===== src/rtl/uart_pkg.sv =====
// Shared UART types and elaboration helpers for the debug-path receiver.
package uart_pkg;

  localparam int UART_DATA_BITS = 8;

  typedef enum logic [2:0] {
    IDLE  = 3'd0,
    START = 3'd1,
    DATA  = 3'd2,
    STOP  = 3'd3,
    BREAK = 3'd4
  } uart_rx_state_t;

  // Clocks per oversample tick, rounded to nearest.
  function automatic int baud_div(input int clk, input int baud, input int os);
    return (clk + (baud * os) / 2) / (baud * os);
  endfunction

endpackage


===== src/rtl/uart_baud_tick.sv =====
// Free-running divider producing a one-cycle tick every DIV clocks; clr re-phases it.
module uart_baud_tick #(
  parameter int DIV = 54
) (
  input  logic CLK,
  input  logic RST_N,
  input  logic clr,
  output logic tick
);

  localparam int CW = (DIV > 1) ? $clog2(DIV) : 1;
  localparam logic [CW-1:0] LAST = CW'(DIV - 1);

  logic [CW-1:0] cnt;

  always_ff @(posedge CLK or negedge RST_N) begin
    if (!RST_N)                  cnt <= '0;
    else if (clr || cnt == LAST) cnt <= '0;
    else                         cnt <= cnt + 1'b1;
  end

  assign tick = !clr && (cnt == LAST);

endmodule


===== src/rtl/uart_rx.sv =====
// 8N1 UART receiver: 2-flop sync, 16x oversampling with 3-sample majority,
// valid/ready byte output with framing-error and overrun pulses.
module uart_rx
  import uart_pkg::*;
#(
  parameter int CLK_FREQ   = 100_000_000,
  parameter int BAUD       = 115200,
  parameter int OVERSAMPLE = 16
) (
  input  logic                      CLK,
  input  logic                      RST_N,
  input  logic                      rx_serial,
  output logic [UART_DATA_BITS-1:0] rx_data,
  output logic                      rx_valid,
  input  logic                      rx_ready,
  output logic                      rx_frame_err,
  output logic                      rx_overrun,
  output logic [2:0]                rx_state
);

  localparam int DIV = baud_div(CLK_FREQ, BAUD, OVERSAMPLE);
  localparam int SCW = $clog2(OVERSAMPLE);
  localparam logic [SCW-1:0] SC_M0  = SCW'(OVERSAMPLE / 2 - 1);
  localparam logic [SCW-1:0] SC_M1  = SCW'(OVERSAMPLE / 2);
  localparam logic [SCW-1:0] SC_DEC = SCW'(OVERSAMPLE / 2 + 1);
  localparam logic [SCW-1:0] SC_END = SCW'(OVERSAMPLE - 1);
  localparam logic [2:0]     IDX_LAST = 3'(UART_DATA_BITS - 1);

  logic [1:0]                sync_q;
  logic                      rxs;
  uart_rx_state_t            state;
  logic [SCW-1:0]            sc;
  logic [2:0]                idx;
  logic [UART_DATA_BITS-1:0] shreg;
  logic                      smp0, smp1;
  logic                      start_edge, tick, decide, maj, done;

  always_ff @(posedge CLK or negedge RST_N) begin
    if (!RST_N) sync_q <= 2'b11;
    else        sync_q <= {sync_q[0], rx_serial};
  end
  assign rxs = sync_q[1];

  // Re-phase the tick counter on the start edge so sc tracks bit centres.
  assign start_edge = (state == IDLE) && !rxs;

  uart_baud_tick #(.DIV(DIV)) u_tick (
    .CLK   (CLK),
    .RST_N (RST_N),
    .clr   (start_edge),
    .tick  (tick)
  );

  always_ff @(posedge CLK or negedge RST_N) begin
    if (!RST_N) begin
      smp0 <= 1'b1;
      smp1 <= 1'b1;
    end else if (tick) begin
      if (sc == SC_M0) smp0 <= rxs;
      if (sc == SC_M1) smp1 <= rxs;
    end
  end

  // Third vote is the live sample on the decision tick.
  assign maj    = (smp0 & smp1) | (smp0 & rxs) | (smp1 & rxs);
  assign decide = tick && (sc == SC_DEC);
  assign done   = (state == STOP) && decide && maj;

  always_ff @(posedge CLK or negedge RST_N) begin
    if (!RST_N) begin
      state        <= IDLE;
      sc           <= '0;
      idx          <= '0;
      shreg        <= '0;
      rx_frame_err <= 1'b0;
    end else begin
      rx_frame_err <= 1'b0;
      case (state)
        IDLE: begin
          if (!rxs) begin
            state <= START;
            sc    <= '0;
          end
        end
        START: begin
          if (tick) begin
            if (decide && maj) begin
              state <= IDLE;
            end else if (sc == SC_END) begin
              state <= DATA;
              sc    <= '0;
              idx   <= '0;
            end else begin
              sc <= sc + 1'b1;
            end
          end
        end
        DATA: begin
          if (tick) begin
            if (sc == SC_DEC) shreg[idx] <= maj;
            if (sc == SC_END) begin
              sc <= '0;
              if (idx == IDX_LAST) state <= STOP;
              else                 idx   <= idx + 1'b1;
            end else begin
              sc <= sc + 1'b1;
            end
          end
        end
        STOP: begin
          if (tick) begin
            if (sc == SC_DEC) begin
              // Leave mid-stop-bit so the next start edge can be caught early.
              if (maj) begin
                state <= IDLE;
              end else begin
                state        <= BREAK;
                rx_frame_err <= 1'b1;
              end
            end else begin
              sc <= sc + 1'b1;
            end
          end
        end
        BREAK: begin
          if (rxs) state <= IDLE;
        end
        default: state <= IDLE;
      endcase
    end
  end

  // Same-cycle accept frees the slot, so the new byte loads without overrun.
  always_ff @(posedge CLK or negedge RST_N) begin
    if (!RST_N) begin
      rx_data    <= '0;
      rx_valid   <= 1'b0;
      rx_overrun <= 1'b0;
    end else begin
      rx_overrun <= 1'b0;
      if (done) begin
        if (rx_valid && !rx_ready) begin
          rx_overrun <= 1'b1;
        end else begin
          rx_data  <= shreg;
          rx_valid <= 1'b1;
        end
      end else if (rx_valid && rx_ready) begin
        rx_valid <= 1'b0;
      end
    end
  end

  assign rx_state = state;

endmodule


===== config.mk =====
export PLATFORM = sky130hd
export DESIGN_NAME = uart_rx
export DESIGN_NICKNAME = d
export VERILOG_FILES = /design/src/rtl/uart_pkg.sv /design/src/rtl/uart_baud_tick.sv /design/src/rtl/uart_rx.sv
export SDC_FILE = /design/constraint.sdc
export NUM_CORES = 1
export LEC_CHECK = 0
export CAP_MARGIN = 40
export CORE_MARGIN = 2
export CORE_UTILIZATION = 50
export DETAILED_ROUTE_END_ITERATION = 16
export HOLD_SLACK_MARGIN = 0.06
export PLACE_DENSITY_LB_ADDON = 0.2
export SLEW_MARGIN = 15
export SYNTH_ARGS = -nofsm -noshare
export SYNTH_HDL_FRONTEND = slang
export SYNTH_HIERARCHICAL = 1
export SYNTH_SLANG_ARGS = --single-unit

===== constraint.sdc =====
create_clock -name CLK -period 4.1 [get_ports CLK]
set_clock_uncertainty 0.2 [all_clocks]
set_input_delay 0.41 -clock CLK [delete_from_list [all_inputs] [get_ports CLK]]
set_output_delay 0.41 -clock CLK [all_outputs]
set_load 0.01 [all_outputs]

==> impl_metrics.tcl, run 1 <==
set metrics [dict create \
    status "finished clean" \
    finalNonFillerCells 244 \
    async_reset_ff_frac 1.00 \
    synthAdderAreaFrac 0.0553 \
    routed_via_density 5.71 \
    netlist_instances 176 \
    relSlewSlack 0.676 \
    totalWireLength_um 3580 \
    worstSetupPathType "reg2reg" \
    synth_edf_count 0 \
    required_ns 4.07 \
    place_inst 234 \
    cp-end-kind "register" \
    synth_ff_type "dfrtp_1" \
    synthToLayoutAreaGrowth_pct 16.9 \
    clkSinkCount 39 \
    gp_congestion 0.836 \
    hold_viol_final 0 \
    cts_buffer_depth 2 \
    synth_seq_cells 39 \
    synthXorXnorAreaFrac 0.0135 \
    grt_start_max_net_pins 40 \
    hp-class "reg2reg" \
    root_buffer "clkbuf_8" \
    switching_share 0.195 \
    synth_area_per_cell_um2 11.0 \
    grt_util_met2 0.314 \
    dpl_worst_slack_ns 1.25 \
    setup_viol 0 \
    critPathMaxFanout 17 \
    antenna_found_initial 0 \
    place_hpwl_um 2600 \
    firstDrtPassIters 4 \
    post_route_cells_drive_above_1_share 0.204 \
    synth_top_family_by_area "simple AND/OR/NAND/NOR gates" \
    met1_usage 0.225 \
    syn_nets 187 \
    muxShareOfSynthArea 0.104 \
    fill_cells 316 \
    crit_chain "or4_1 > inv_1 > nor2_1 > nand4b_1 > or3_4 > nor3b_2 > mux2_2" \
    critPathArrivalTime_ns 2.88 \
    worst-path-stages 7 \
    p_int_w 0.000545 \
    cts-resized-gates 0 \
    numPortBuffers 17 \
    start_util 0.527 \
    path_clk_slew_ns 0.07 \
    grt_pass1_vias 1372 \
    cpPeakStageDelay_ns 0.63 \
    crit_buf_inv 1 \
    layout_setup_ws_ns 1.19 \
    grt.total_usage 0.186 \
    min_period_ns 2.91 \
    seq_power_share 0.572 \
    total_power_w 0.000677 \
    num_antenna_cells 0 \
    gr-total-overflow 0 \
    rr_worst_depth 7 \
    dieWidth_um 66.4 \
    synth_compound_gate_area_share 0.0972 \
    rsz0062_at_grt "false" \
    maxCapViolCount 0 \
    hold_path_depth 0 \
    rows 22 \
    worst_pin_slew_ns 0.482 \
    postRouteAntennaNets 0 \
    switchingPower_w 0.000132 \
    grt_first_pass_wirelength_um 6150 \
    dieArea_mm2 0.00440 \
    slew_violations 0 \
    power.leakage_nw 1.00 \
    clkPwrFrac 0.409 \
    cts_buffers 5 \
    grt_busiest_layer "met2" \
    max_freq_mhz 344 \
    clk_latency_ns 0.28 \
    syn_area_mm2 0.00194 \
    ioPinCount 18 \
    core_area_mm2 0.00369 \
    htreeDepth 2 \
    vias 1393 \
    start_kind "register" \
    fin_setup_tns_ns 0 \
    die_y_um 66.4 \
    drt_iter0_markers 85 \
    nets 206 \
    slowest_stage "dfrtp_1" \
    wl_per_cell_um 14.7 \
    crit_family "simple AND/OR/NAND/NOR gates" \
    power.density_mw_per_mm2 298 \
    ys_warn_count 6 \
    synth_cell_types 48 \
    drc 0 \
    met3_usage 0.0528 \
    ys_seq_area_frac 0.505 \
    max-vdd-ir-drop_v 0.000210 \
    period_share 0.710 \
    cts_tree "built" \
    combPwrFrac 0.020 \
    synth-simple-area-share 0.190 \
]
## registers in the layout, indices dropped and copies added, names as in the netlist
| register | cells |
|---|---|
| rx_data | 8 |
| shreg | 8 |
| u_tick/cnt | 6 |
| sc | 4 |
| idx | 3 |
| rx_state | 3 |
| sync_q | 2 |
| rx_frame_err | 1 |
| rx_overrun | 1 |
| rx_valid | 1 |
| smp0 | 1 |
| smp1 | 1 |
## power groups by stage
| stage | Sequential [W] | Combinational (W) | Clock [W] |
|---|---|---|---|
| after floorplan | 0.000394 | 0.000000167 | 0 |
| after global placement | 0.000395 | 0.00000980 | 0 |
| after detailed placement | 0.000395 | 0.00000992 | 0 |
| after CTS | 0.000387 | 0.0000106 | 0.000282 |
| after global routing | 0.000387 | 0.0000150 | 0.000299 |
| final | 0.000387 | 0.0000133 | 0.000277 |
## synthesized netlist by cell type (all sizes together) (2+ instances only)
master | number | area share
nor2 | 14 | 0.027
dfrtp | 35 | 0.45
o21ai | 8 | 0.021
xor2 | 2 | 0.0090
o211ai | 2 | 0.0077
or3b | 2 | 0.010
mux2 | 18 | 0.10
nand3 | 13 | 0.036
dfstp | 4 | 0.054
ha | 7 | 0.045
buf | 6 | 0.016
or3 | 2 | 0.0090
a211o | 2 | 0.0090
maj3 | 2 | 0.010
nand2 | 9 | 0.017
inv | 9 | 0.017
nand2b | 4 | 0.013
a21o | 2 | 0.0077
a21oi | 2 | 0.0071
nand4b | 3 | 0.014
nand3b | 4 | 0.015
nor3 | 6 | 0.015
## repair_timing
action | in CTS | in global routing
hold endpoints to repair | 35 | 0
hold buffers | 1 | 0
setup buffers | 0 | 0
## per-layer routing
metal  share of wire  wire length (µm)  vias to the layer above
met5               0                 0                        -
met4           0.012                44                        0
met3           0.056               199                        7
met2            0.50              1800                       40
met1            0.43              1530                      679
li1                -                 -                      667
## layout make-up
cell class | count | area, µm² | share of cell area
Sequential cell | 39 | 981 | 0.432
Multi-Input combinational cell | 121 | 895 | 0.394
Timing Repair Buffer | 19 | 203 | 0.0892
Clock buffer | 8 | 100 | 0.0441
Inverter | 9 | 33.8 | 0.0149
Tap cell | 48 | 60.1 | 0.0264
## worst register-to-register path, cell delays in order, from the launching register on
cell	delay, ns
dfrtp_1	0.63
or4_1	0.24
inv_1	0.07
nor2_1	0.39
nand4b_1	0.28
or3_4	0.46
nor3b_2	0.19
mux2_2	0.35
## placed cells by master (no fill, tap or decap), types with 2 or more instances in the layout
| master | instances |
|---|---|
| a21o_1 | 2 |
| a211o_1 | 2 |
| ha_1 | 7 |
| clkbuf_8 | 7 |
| dfrtp_1 | 35 |
| nand2_1 | 9 |
| inv_1 | 9 |
| maj3_1 | 2 |
| nand2b_1 | 4 |
| clkdlybuf4s50_1 | 16 |
| o21ai_0 | 8 |
| nand3b_1 | 4 |
| mux2_2 | 18 |
| nor3_1 | 6 |
| nand3_1 | 12 |
| dfstp_2 | 4 |
| nor2_1 | 14 |
| xor2_1 | 2 |
| nand4b_1 | 3 |
| o211ai_1 | 2 |
## cells by family after synthesis
family / after synthesis
mux: 18
fa+ha+maj: 9
simple gates: 65
flops: 39
compound gates: 26
xor+xnor: 3
buf+inv: 16
## final timing paths
path                        startpoint   endpoint  slack, ns
max                        rx_state[0]   shreg[4]       1.19
min                          sync_q[0]  sync_q[1]       0.16
min reg2reg                  sync_q[0]  sync_q[1]       0.16
min in group asynchronous        RST_N      sc[2]       0.40
max in group asynchronous        RST_N  sync_q[1]       2.77
max reg2reg                rx_state[0]   shreg[4]       1.19
## stage by stage
| step | util | instance area, µm² | hold slack, ns |
|---|---|---|---|
| after floorplan | - | 1940 | -0.0856 |
| after global placement | 0.579 | 2130 | 0.146 |
| after detailed placement | 0.579 | 2130 | 0.147 |
| after CTS | 0.609 | 2240 | 0.157 |
| after global routing | 0.616 | 2270 | 0.159 |
| final | 0.616 | 2270 | 0.157 |
Note: power is estimated with default switching activity, not from simulation.
==> run 2, diff against run 1 <==
- clock period: 4.1 -> 2.62 ns (I/O delays scaled with it)
==> impl_metrics.tcl, run 2 (synthesis results as in run 1) <==
set metrics [dict create \
    totalWireLength_um 4000 \
    gp_congestion 0.942 \
    hold_viol_final 0 \
    cp-end-kind "register" \
    hp-class "in2async" \
    r2r_end "shreg[4]" \
    critPathMaxFanout 6 \
    period_share 0.961 \
    dieArea_mm2 0.00440 \
    worst_pin_slew_ns 0.533 \
    critPathArrivalTime_ns 2.50 \
    fill_cells 313 \
    rr_startpoint "sync_q[1]" \
    critPathLaunch "sync_q[1]" \
    cts-resized-gates 0 \
    htreeDepth 2 \
    worstSetupPathType "reg2reg" \
    wl_per_cell_um 16.0 \
    vias 1398 \
    status "finished clean" \
    cts_setup_buffers 0 \
    crit_end "shreg[4]" \
    grt_first_pass_wirelength_um 6760 \
    gr-total-overflow 0 \
    max-vdd-ir-drop_v 0.000284 \
    whs_ns 0.161 \
    rr_worst_depth 7 \
    rows 22 \
    final_cell_mix "dfrtp_1, mux2_2, clkdlybuf4s50_1, nor2_1, nand3_1" \
    required_ns 2.60 \
    synthToLayoutAreaGrowth_pct 17.6 \
    drt_iter0_markers 92 \
    crit_family "simple AND/OR/NAND/NOR gates" \
    place_hpwl_um 2850 \
    postRouteAntennaNets 0 \
    crit_chain "or4_1 > inv_1 > nor2_1 > nand4b_1 > or3_4 > nor3b_2 > mux2_2" \
    clkSinkCount 39 \
    cts_buffer_depth 2 \
    cts_buffers 5 \
    maxCapViolCount 0 \
    power.density_mw_per_mm2 446 \
    grt.total_usage 0.210 \
    relSlewSlack 0.642 \
    cts_tree "built" \
    ioPinCount 18 \
    r2r_slack_ns 0.10 \
    cpPeakStageDelay_ns 0.58 \
    worst-path-stages 7 \
    setup_viol 0 \
    multiInputGateArea_um2 895 \
    power.leakage_nw 1.01 \
    min_period_ns 2.52 \
    fin_setup_tns_ns 0 \
    antenna_found_initial 0 \
    numPortBuffers 17 \
    regArea_um2 981 \
    rsz0062_at_grt "false" \
    start_kind "register" \
    final_common_cell "dfrtp_1" \
    nets 211 \
    firstDrtPassIters 4 \
    slew_violations 0 \
    post_route_cells_drive_above_1_share 0.224 \
    drc 0 \
    reg.largest.list "rx_data: 8 flops, shreg: 8 flops, u_tick/cnt: 6 flops" \
    die_y_um 66.4 \
    core_area_mm2 0.00369 \
    max_freq_mhz 397 \
    crit_buf_inv 1 \
    root_buffer "clkbuf_8" \
    grt_start_max_net_pins 40 \
    dieWidth_um 66.4 \
    routed_via_density 5.61 \
    clk_latency_ns 0.30 \
    path_clk_slew_ns 0.07 \
    cts_hold_repair.buffers 1 \
    grt_pass1_vias 1415 \
    num_antenna_cells 0 \
    slowest_stage "dfstp_2" \
    start_util 0.527 \
]
==> run 2: cell types whose count changed in the layout (fill, tap and decap cells not counted) <==
cell	previous run	this run
buf_12	0	1
clkinvlp_4	0	1
clkinv_2	0	1
buf_16	1	0
clkbuf_8	7	5
buf_4	0	5
==> run 2: area by class of cell <==
type / count / area share
repair buffers: 24 / 0.102
flip-flops and latches: 39 / 0.429
inverters: 9 / 0.0148
multi-input cells: 121 / 0.391
clock buffers: 6 / 0.0317
clock inverters: 2 / 0.00547
well taps: 48 / 0.0263
==> run 2: power by group <==
group / internal, W / total, W / leakage (nW) / switching [W]
combinational: 0.00000733 / 0.0000199 / 0.457 / 0.0000126
sequential: 0.000605 / 0.000606 / 0.516 / 0.00000147
clock: 0.000186 / 0.000395 / 0.0412 / 0.000209
total: 0.000798 / 0.00102 / 1.01 / 0.000223
==> run 2: routing by layer <==
layer | routed length [µm] | part of all wire | global-route usage
met5 | 0 | 0 | 0
met4 | 50 | 0.013 | 0.0612
met1 | 1820 | 0.46 | 0.264
met3 | 168 | 0.042 | 0.0511
met2 | 1950 | 0.49 | 0.358
==> run 2: worst min-delay path by stage <==
stage | startpoint | cells past startpoint | to
after CTS | sync_q[0] | 0 | sync_q[1]
final | RST_N | 2 | sc[3]
after global placement | sync_q[0] | 0 | sync_q[1]
after floorplan | RST_N | 0 | idx[0]
after detailed placement | sync_q[0] | 0 | sync_q[1]
after global routing | sync_q[0] | 0 | sync_q[1]
==> run 2: stage by stage <==
stage | cells | total power (W) | worst slack, ns | utilization | cell area (µm²)
final | 249 | 0.00102 | 0.101 | 0.620 | 2290
after CTS | 248 | 0.00102 | 0.118 | 0.615 | 2270
after global routing | 249 | 0.00106 | 0.00306 | 0.620 | 2290
after floorplan | 176 | 0.000617 | 0.119 | - | 1940
after global placement | 239 | 0.000632 | 0.258 | 0.589 | 2170
after detailed placement | 239 | 0.000633 | 0.126 | 0.589 | 2170
